===== config.mk =====
export PLATFORM = sky130hd
export DESIGN_NAME = baccarat_hand_datapath
export DESIGN_NICKNAME = d
export VERILOG_FILES = /design/src/rtl/baccarat_pkg.sv /design/src/rtl/baccarat_score.sv /design/src/rtl/baccarat_hand_datapath.sv
export SDC_FILE = /design/constraint.sdc
export NUM_CORES = 1
export LEC_CHECK = 0
export CORE_MARGIN = 2
export CORE_UTILIZATION = 57
export DETAILED_ROUTE_END_ITERATION = 8
export PLACE_DENSITY_LB_ADDON = 0.2
export SLEW_MARGIN = 20
export SYNTH_ARGS = -nofsm -noshare
export SYNTH_HDL_FRONTEND = slang
export SYNTH_SLANG_ARGS = --single-unit

===== constraint.sdc =====
create_clock -name slow_clock -period 7.3 [get_ports slow_clock]
set_input_delay 1.095 -clock slow_clock [delete_from_list [all_inputs] [get_ports slow_clock]]
set_output_delay 1.095 -clock slow_clock [all_outputs]
set_load 0.01 [all_outputs]

===== src/rtl/baccarat_pkg.sv =====
// Shared types, constants and card arithmetic for the baccarat hand datapath.
package baccarat_pkg;

  localparam int unsigned CARD_W = 4;

  localparam logic [CARD_W-1:0] ACE  = 4'd1;
  localparam logic [CARD_W-1:0] KING = 4'd13;

  typedef enum logic [2:0] {
    StEmpty,
    StP1,
    StD1,
    StP2,
    StD2,
    StP3,
    StDone
  } seq_state_t;

  // Face value of a card code; tens, court cards and illegal codes are worth 0.
  function automatic logic [3:0] card_value(input logic [CARD_W-1:0] code);
    logic [3:0] v;
    v = 4'd0;
    if (code >= ACE && code <= 4'd9) v = code;
    return v;
  endfunction

  // Banker third-card decision. Without a player third card the banker draws on 0..5.
  function automatic logic banker_rule(input logic [3:0] dscore, input logic [3:0] t,
                                       input logic player_drew);
    logic draw;
    draw = 1'b0;
    if (!player_drew) begin
      draw = (dscore <= 4'd5);
    end else begin
      case (dscore)
        4'd0, 4'd1, 4'd2: draw = 1'b1;
        4'd3:             draw = (t != 4'd8);
        4'd4:             draw = (t >= 4'd2) && (t <= 4'd7);
        4'd5:             draw = (t >= 4'd4) && (t <= 4'd7);
        4'd6:             draw = (t >= 4'd6) && (t <= 4'd7);
        default:          draw = 1'b0;
      endcase
    end
    return draw;
  endfunction

endpackage


===== src/rtl/baccarat_score.sv =====
// Combinational hand total: sum of three card values, modulo 10.
module baccarat_score
  import baccarat_pkg::*;
(
  input  logic [CARD_W-1:0] card1_i,
  input  logic [CARD_W-1:0] card2_i,
  input  logic [CARD_W-1:0] card3_i,
  output logic [3:0]        score_o
);

  logic [4:0] sum;

  always_comb begin
    sum = 5'(card_value(card1_i)) + 5'(card_value(card2_i)) + 5'(card_value(card3_i));
    // Sum never exceeds 27, so two conditional subtractions cover the modulo.
    if (sum >= 5'd20) begin
      score_o = 4'(sum - 5'd20);
    end else if (sum >= 5'd10) begin
      score_o = 4'(sum - 5'd10);
    end else begin
      score_o = sum[3:0];
    end
  end

endmodule


===== src/rtl/baccarat_hand_datapath.sv =====
// Card slots, dealing-order sequencer, scoring and third-card rules for one baccarat hand.
module baccarat_hand_datapath
  import baccarat_pkg::*;
(
  input  logic              slow_clock,
  input  logic              resetb,
  input  logic [CARD_W-1:0] new_card,
  input  logic              load_pcard1,
  input  logic              load_pcard2,
  input  logic              load_pcard3,
  input  logic              load_dcard1,
  input  logic              load_dcard2,
  input  logic              load_dcard3,
  output logic [CARD_W-1:0] pcard1,
  output logic [CARD_W-1:0] pcard2,
  output logic [CARD_W-1:0] pcard3,
  output logic [CARD_W-1:0] dcard1,
  output logic [CARD_W-1:0] dcard2,
  output logic [CARD_W-1:0] dcard3,
  output logic [3:0]        pscore,
  output logic [3:0]        dscore,
  output logic              player_draws,
  output logic              banker_draws,
  output logic              hand_done,
  output logic              protocol_error
);

  seq_state_t state_q, state_d;
  logic [CARD_W-1:0] pcard1_q, pcard2_q, pcard3_q, dcard1_q, dcard2_q, dcard3_q;
  logic [CARD_W-1:0] pcard1_d, pcard2_d, pcard3_d, dcard1_d, dcard2_d, dcard3_d;
  logic err_q, err_d;

  logic [5:0] strb;
  logic       any_strb, multi_strb, legal, clear_hand, bad_code;

  assign strb = {load_dcard3, load_dcard2, load_dcard1, load_pcard3, load_pcard2, load_pcard1};
  assign any_strb   = |strb;
  assign multi_strb = (strb & (strb - 6'd1)) != 6'd0;
  assign bad_code   = (new_card == '0) || (new_card > KING);

  baccarat_score u_pscore (
    .card1_i (pcard1_q),
    .card2_i (pcard2_q),
    .card3_i (pcard3_q),
    .score_o (pscore)
  );

  baccarat_score u_dscore (
    .card1_i (dcard1_q),
    .card2_i (dcard2_q),
    .card3_i (dcard3_q),
    .score_o (dscore)
  );

  // Draw and done flags depend only on the sequencer state and the stored cards.
  always_comb begin
    player_draws = 1'b0;
    banker_draws = 1'b0;
    hand_done    = 1'b0;
    case (state_q)
      StD2: begin
        if (pscore >= 4'd8 || dscore >= 4'd8) begin
          hand_done = 1'b1;
        end else if (pscore <= 4'd5) begin
          player_draws = 1'b1;
        end else begin
          banker_draws = banker_rule(dscore, 4'd0, 1'b0);
          hand_done    = !banker_draws;
        end
      end
      StP3: begin
        banker_draws = banker_rule(dscore, card_value(pcard3_q), 1'b1);
        hand_done    = !banker_draws;
      end
      StDone:  hand_done = 1'b1;
      default: ;
    endcase
  end

  always_comb begin
    state_d    = state_q;
    pcard1_d   = pcard1_q;
    pcard2_d   = pcard2_q;
    pcard3_d   = pcard3_q;
    dcard1_d   = dcard1_q;
    dcard2_d   = dcard2_q;
    dcard3_d   = dcard3_q;
    err_d      = err_q;
    legal      = 1'b0;
    clear_hand = 1'b0;

    case (state_q)
      StEmpty: if (load_pcard1) begin legal = 1'b1; state_d = StP1; end
      StP1:    if (load_dcard1) begin legal = 1'b1; state_d = StD1; end
      StD1:    if (load_pcard2) begin legal = 1'b1; state_d = StP2; end
      StP2:    if (load_dcard2) begin legal = 1'b1; state_d = StD2; end
      StD2: begin
        if (player_draws && load_pcard3) begin
          legal   = 1'b1;
          state_d = StP3;
        end else if (banker_draws && load_dcard3) begin
          legal   = 1'b1;
          state_d = StDone;
        end
      end
      StP3:    if (banker_draws && load_dcard3) begin legal = 1'b1; state_d = StDone; end
      default: ;
    endcase

    // A finished hand (including a natural or a stand resolved in D2/P3) behaves as DONE.
    if (hand_done && load_pcard1) begin
      legal      = 1'b1;
      clear_hand = 1'b1;
      state_d    = StP1;
    end

    if (any_strb) begin
      if (multi_strb || !legal) begin
        state_d = state_q;
        err_d   = 1'b1;
      end else begin
        if (clear_hand) begin
          pcard2_d = '0;
          pcard3_d = '0;
          dcard1_d = '0;
          dcard2_d = '0;
          dcard3_d = '0;
        end
        if (load_pcard1) pcard1_d = new_card;
        if (load_pcard2) pcard2_d = new_card;
        if (load_pcard3) pcard3_d = new_card;
        if (load_dcard1) dcard1_d = new_card;
        if (load_dcard2) dcard2_d = new_card;
        if (load_dcard3) dcard3_d = new_card;
        if (bad_code) err_d = 1'b1;
      end
    end
  end

  always_ff @(posedge slow_clock) begin
    if (!resetb) begin
      state_q  <= StEmpty;
      pcard1_q <= '0;
      pcard2_q <= '0;
      pcard3_q <= '0;
      dcard1_q <= '0;
      dcard2_q <= '0;
      dcard3_q <= '0;
      err_q    <= 1'b0;
    end else begin
      state_q  <= state_d;
      pcard1_q <= pcard1_d;
      pcard2_q <= pcard2_d;
      pcard3_q <= pcard3_d;
      dcard1_q <= dcard1_d;
      dcard2_q <= dcard2_d;
      dcard3_q <= dcard3_d;
      err_q    <= err_d;
    end
  end

  assign pcard1         = pcard1_q;
  assign pcard2         = pcard2_q;
  assign pcard3         = pcard3_q;
  assign dcard1         = dcard1_q;
  assign dcard2         = dcard2_q;
  assign dcard3         = dcard3_q;
  assign protocol_error = err_q;

endmodule


==> metrics list <==
* Count of TritonRoute iterations in the first routing pass: 4
- Detailed Route Iter0 Violations: 164
- Minimum setup slack among reg-to-reg paths: 2340 ps
- For this design the ratio of total power to cell area is 118 mW/mm².
* Fraction of final layout cells with drive strength greater than 1: 5.97%
- The library cell used most frequently in the layout, excluding fill and tap cells, is sky130_fd_sc_hd__clkdlybuf4s50_1.
- Vias in the first global route: 2329
* Worst-case setup margin in the final layout: 1430 ps
- Final Hold Violating Endpoints: 0
- Total negative slack for setup checks: 0 ps
- In this run the cell area measured after placement is 0.00296 mm².
- Hold_buf cts: 0
* Total length of routed wires: 6270 µm
- Final cycle utilization of the critical path: 80.4%
- Share of the synthesized area in compound gates (AO/OA/AOI/OAI): 27.7%
- Crit path kind: reg -> out
* Net Count, Synth: 334
- Crit path arrival time: 4770 ps
* Sum of overflow across all layers after global routing: 0
* Pins Over Slew Limit: 0
- Die area: 0.00492 mm²
* Largest family of logic cells by synthesized area: compound AO/OA/AOI/OAI gates
* Wire length of the first global-routing pass: 10900 µm
- Placeable core region: 0.00429 mm²
- GRT Resource Usage Total: 27.0%
* Source-to-sink clock delay at the later pin of the worst-skew pair: 270 ps
- Number of enable flip-flop cells after synthesis: 0
* Multiplexer share of the synthesized area: 3.21%
- The flow ran to the end, and the final reports show no timing, DRC or antenna violations.
- Total leakage power: 1.22 nW
- Measured against its own limit, the worst slew margin works out to 30.5%.
* Sequential Area: 561 µm²
- FFs w/ async S/R, synth: 0%
- For this design the top-level I/O count stands at 48.
- Post-route ant nets: 0
* Setup repair after global routing missed its margin: no
* FMAX: 170 MHz
* Number of buffers inserted during clock tree synthesis: 3
- Endpoint class of the critical path: primary output
* Number of cells produced by synthesis: 298
- Setup violations remaining at the end of the flow were counted as 0.
- For the worst setup path, the data required time is 6200 ps.
- Worst VDD drop: 0.157 mV
- Once the clock tree was built, the setup fixing pass inserted 0 buffers.
- Summing the areas of all and, or, nand and nor instances in the mapped netlist gives 23.3% of the synthesized area.
- CTS H-tree lvls: 1
- In the final routed layout, each cell accounts on average for 16.2 µm.
* Ratio of routed vias to standard cells: 6.27
* Post-layout minimum cycle time: 5870 ps
- Mean Syn Cell Area: 8.36 µm²
- Count of different cell masters after synthesis: 52
- Antenna violations before repair: 0
- Total of buffers placed on input and output ports: 47
- In the final layout, the multi-input gates occupy 0.00179 mm².
- The filler cells instantiated in the layout total 337.
- Clk root buf: sky130_fd_sc_hd__clkbuf_8
- Prior to clock tree synthesis, the placed netlist has a worst setup slack of 1810 ps.
* Routability-driven placement congestion ratio: 0.898
- The number of antenna diodes in the final layout is 0.
- In the synthesized netlist the dominant register cell turns out to be sky130_fd_sc_hd__dfxtp_1.
- The initial utilization of the core area, before any placement, comes to 58.0%.
- Worst slew pin tran: 1040 ps
- After the last flow step, the layout net total stands at 372.
* Sequential cell area fraction in the yosys report: 22.5%
- Highest-count cells in the layout ignoring fill and taps: sky130_fd_sc_hd__clkdlybuf4s50_1 (47), sky130_fd_sc_hd__nand2_1 (35), sky130_fd_sc_hd__dfxtp_1 (28)
- After detailed placement, the design holds a cell count of 383.
- After synthesis the netlist holds a flip-flop and latch count of 28.
- Pin count of the biggest net entering global routing: 21
- # clock sinks: 28
- The worst setup path is launched from a flip-flop.
- Tot Pwr: 0.359 mW
* Worst-path clk slew: 90 ps
* Largest buffer count on any clock path: 2
* Adder-cell area share of the yosys netlist: 15.9%
- The die is 70.1 µm tall.
- Summing all non-filler instances in the final layout gives an area of 0.00303 mm².
- The routed layout has 2428 vias.
- Count of maximum capacitance violations: 0
* Xor and xnor area share after synthesis: 1.76%
* Worst hold path cell count: 2
- Width of the die: 70.1 µm
* Finished Layout Cells: 387
- During synthesis, Yosys emitted a total of 0 warnings.
* Final clock skew: 2.50 ps
* Largest driver fanout on the critical path: 8
* Depth of the worst register-to-register path: 17
- For this run, design rule violations remaining after detail routing come to 0.
- Final hold analysis gives a worst-case slack of 499 ps.
* Hold crit path type: reg -> reg
- CTS tree: done
* Relative area change from synthesis to final layout: 21.6%
- Once layout is complete, the utilization of the core stands at 70.6%.
* Post-synth design cell area: 0.00249 mm²
- In this run, post-CTS repair resized a total of 0 instances.
- Post-detail-place hpwl: 4920 µm
* Standard-cell row count: 24
## cell type report
class,instances,share of cell area (%)
multi-input cells,236,59.0
clock inverters,1,0.991
repair buffers,47,15.5
inverters,20,2.48
well taps,52,2.15
flip-flops and latches,28,18.5
clock buffers,3,1.36
## power by group
part / leakage, nW / total (mW) / switching, mW / internal, mW
Sequential: 0.226 / 0.159 / 0.00379 / 0.155
Combinational: 0.953 / 0.0787 / 0.0438 / 0.0349
Clock: 0.0357 / 0.121 / 0.0474 / 0.0734
## layer usage
layer	GRT usage (%)	up-vias	share of wire, %
li1	-	1170	-
met1	39.1	1155	45
met2	42.5	94	48
met3	2.74	9	5.8
met4	8.12	0	1.7
met5	0	-	0
## cells in the mapped netlist, types with 2 or more instances
cell / number / area share (%)
sky130_fd_sc_hd__xnor2_1: 3 / 1.1
sky130_fd_sc_hd__nand2_1: 35 / 5.3
sky130_fd_sc_hd__maj3_1: 2 / 0.80
sky130_fd_sc_hd__nor2b_1: 11 / 2.8
sky130_fd_sc_hd__a311oi_1: 2 / 0.70
sky130_fd_sc_hd__nor2_1: 20 / 3.0
sky130_fd_sc_hd__nor3_1: 11 / 2.2
sky130_fd_sc_hd__a21o_1: 3 / 0.90
sky130_fd_sc_hd__inv_1: 20 / 3.0
sky130_fd_sc_hd__o221ai_1: 3 / 1.1
sky130_fd_sc_hd__o211ai_1: 4 / 1.2
sky130_fd_sc_hd__a31o_2: 3 / 1.1
sky130_fd_sc_hd__a31oi_1: 6 / 1.5
sky130_fd_sc_hd__o22ai_1: 2 / 0.50
sky130_fd_sc_hd__nor4_1: 2 / 0.50
sky130_fd_sc_hd__dfxtp_1: 28 / 23
sky130_fd_sc_hd__and2_1: 6 / 1.5
sky130_fd_sc_hd__nand2b_1: 8 / 2.0
sky130_fd_sc_hd__o21ai_0: 15 / 3.0
sky130_fd_sc_hd__clkbuf_1: 9 / 1.4
sky130_fd_sc_hd__a211oi_1: 4 / 1.2
sky130_fd_sc_hd__o211a_1: 2 / 0.80
sky130_fd_sc_hd__a21oi_1: 8 / 1.6
sky130_fd_sc_hd__nand4_1: 3 / 0.75
sky130_fd_sc_hd__or4_1: 3 / 0.90
sky130_fd_sc_hd__xor2_1: 2 / 0.70
sky130_fd_sc_hd__or3_1: 2 / 0.50
sky130_fd_sc_hd__o21a_1: 2 / 0.60
sky130_fd_sc_hd__ha_1: 14 / 7.0
sky130_fd_sc_hd__mux2i_1: 8 / 3.2
sky130_fd_sc_hd__fa_1: 10 / 8.0
sky130_fd_sc_hd__buf_1: 3 / 0.45
sky130_fd_sc_hd__nand3_1: 5 / 1.0
sky130_fd_sc_hd__buf_6: 2 / 0.90
sky130_fd_sc_hd__a32o_1: 20 / 8.0
## state kept, by name, summed over array words and instances (netlist names)
name	flops
pcard3	4
pcard2	4
state_q	3
dcard3	4
dcard2	4
pcard1	4
dcard1	4
protocol_error	1
## worst max-delay path, cell delays in order (launching register included)
cell and delay, ps:
sky130_fd_sc_hd__dfxtp_1 490, sky130_fd_sc_hd__o21ai_0 120, sky130_fd_sc_hd__and2_1 190, sky130_fd_sc_hd__fa_1 420, sky130_fd_sc_hd__ha_1 220, sky130_fd_sc_hd__fa_1 640
sky130_fd_sc_hd__inv_1 120, sky130_fd_sc_hd__ha_1 190, sky130_fd_sc_hd__nor2b_1 120, sky130_fd_sc_hd__o21ai_0 390, sky130_fd_sc_hd__inv_1 80, sky130_fd_sc_hd__mux2i_1 230
sky130_fd_sc_hd__o211ai_1 220, sky130_fd_sc_hd__nor4b_4 190, sky130_fd_sc_hd__a211oi_1 320, sky130_fd_sc_hd__nor2b_1 80, sky130_fd_sc_hd__clkdlybuf4s50_1 480
## worst paths after layout
check,to,from
worst min register to register,pcard1[0],pcard1[0]
worst min-delay path,pcard1[0],pcard1[0]
worst max register to register,pcard2[2],dcard2[1]
worst max-delay path,banker_draws,pcard3[3]
## kinds of logic after synthesis
kind of cell / after synthesis
AND/OR/NAND/NOR: 112
flip-flops: 28
adder cells (fa/ha/maj): 26
multiplexers: 8
buffers and inverters: 34
AO/OA/AOI/OAI: 85
XOR/XNOR: 5
No activity file was read; power rests on OpenSTA's default activity.
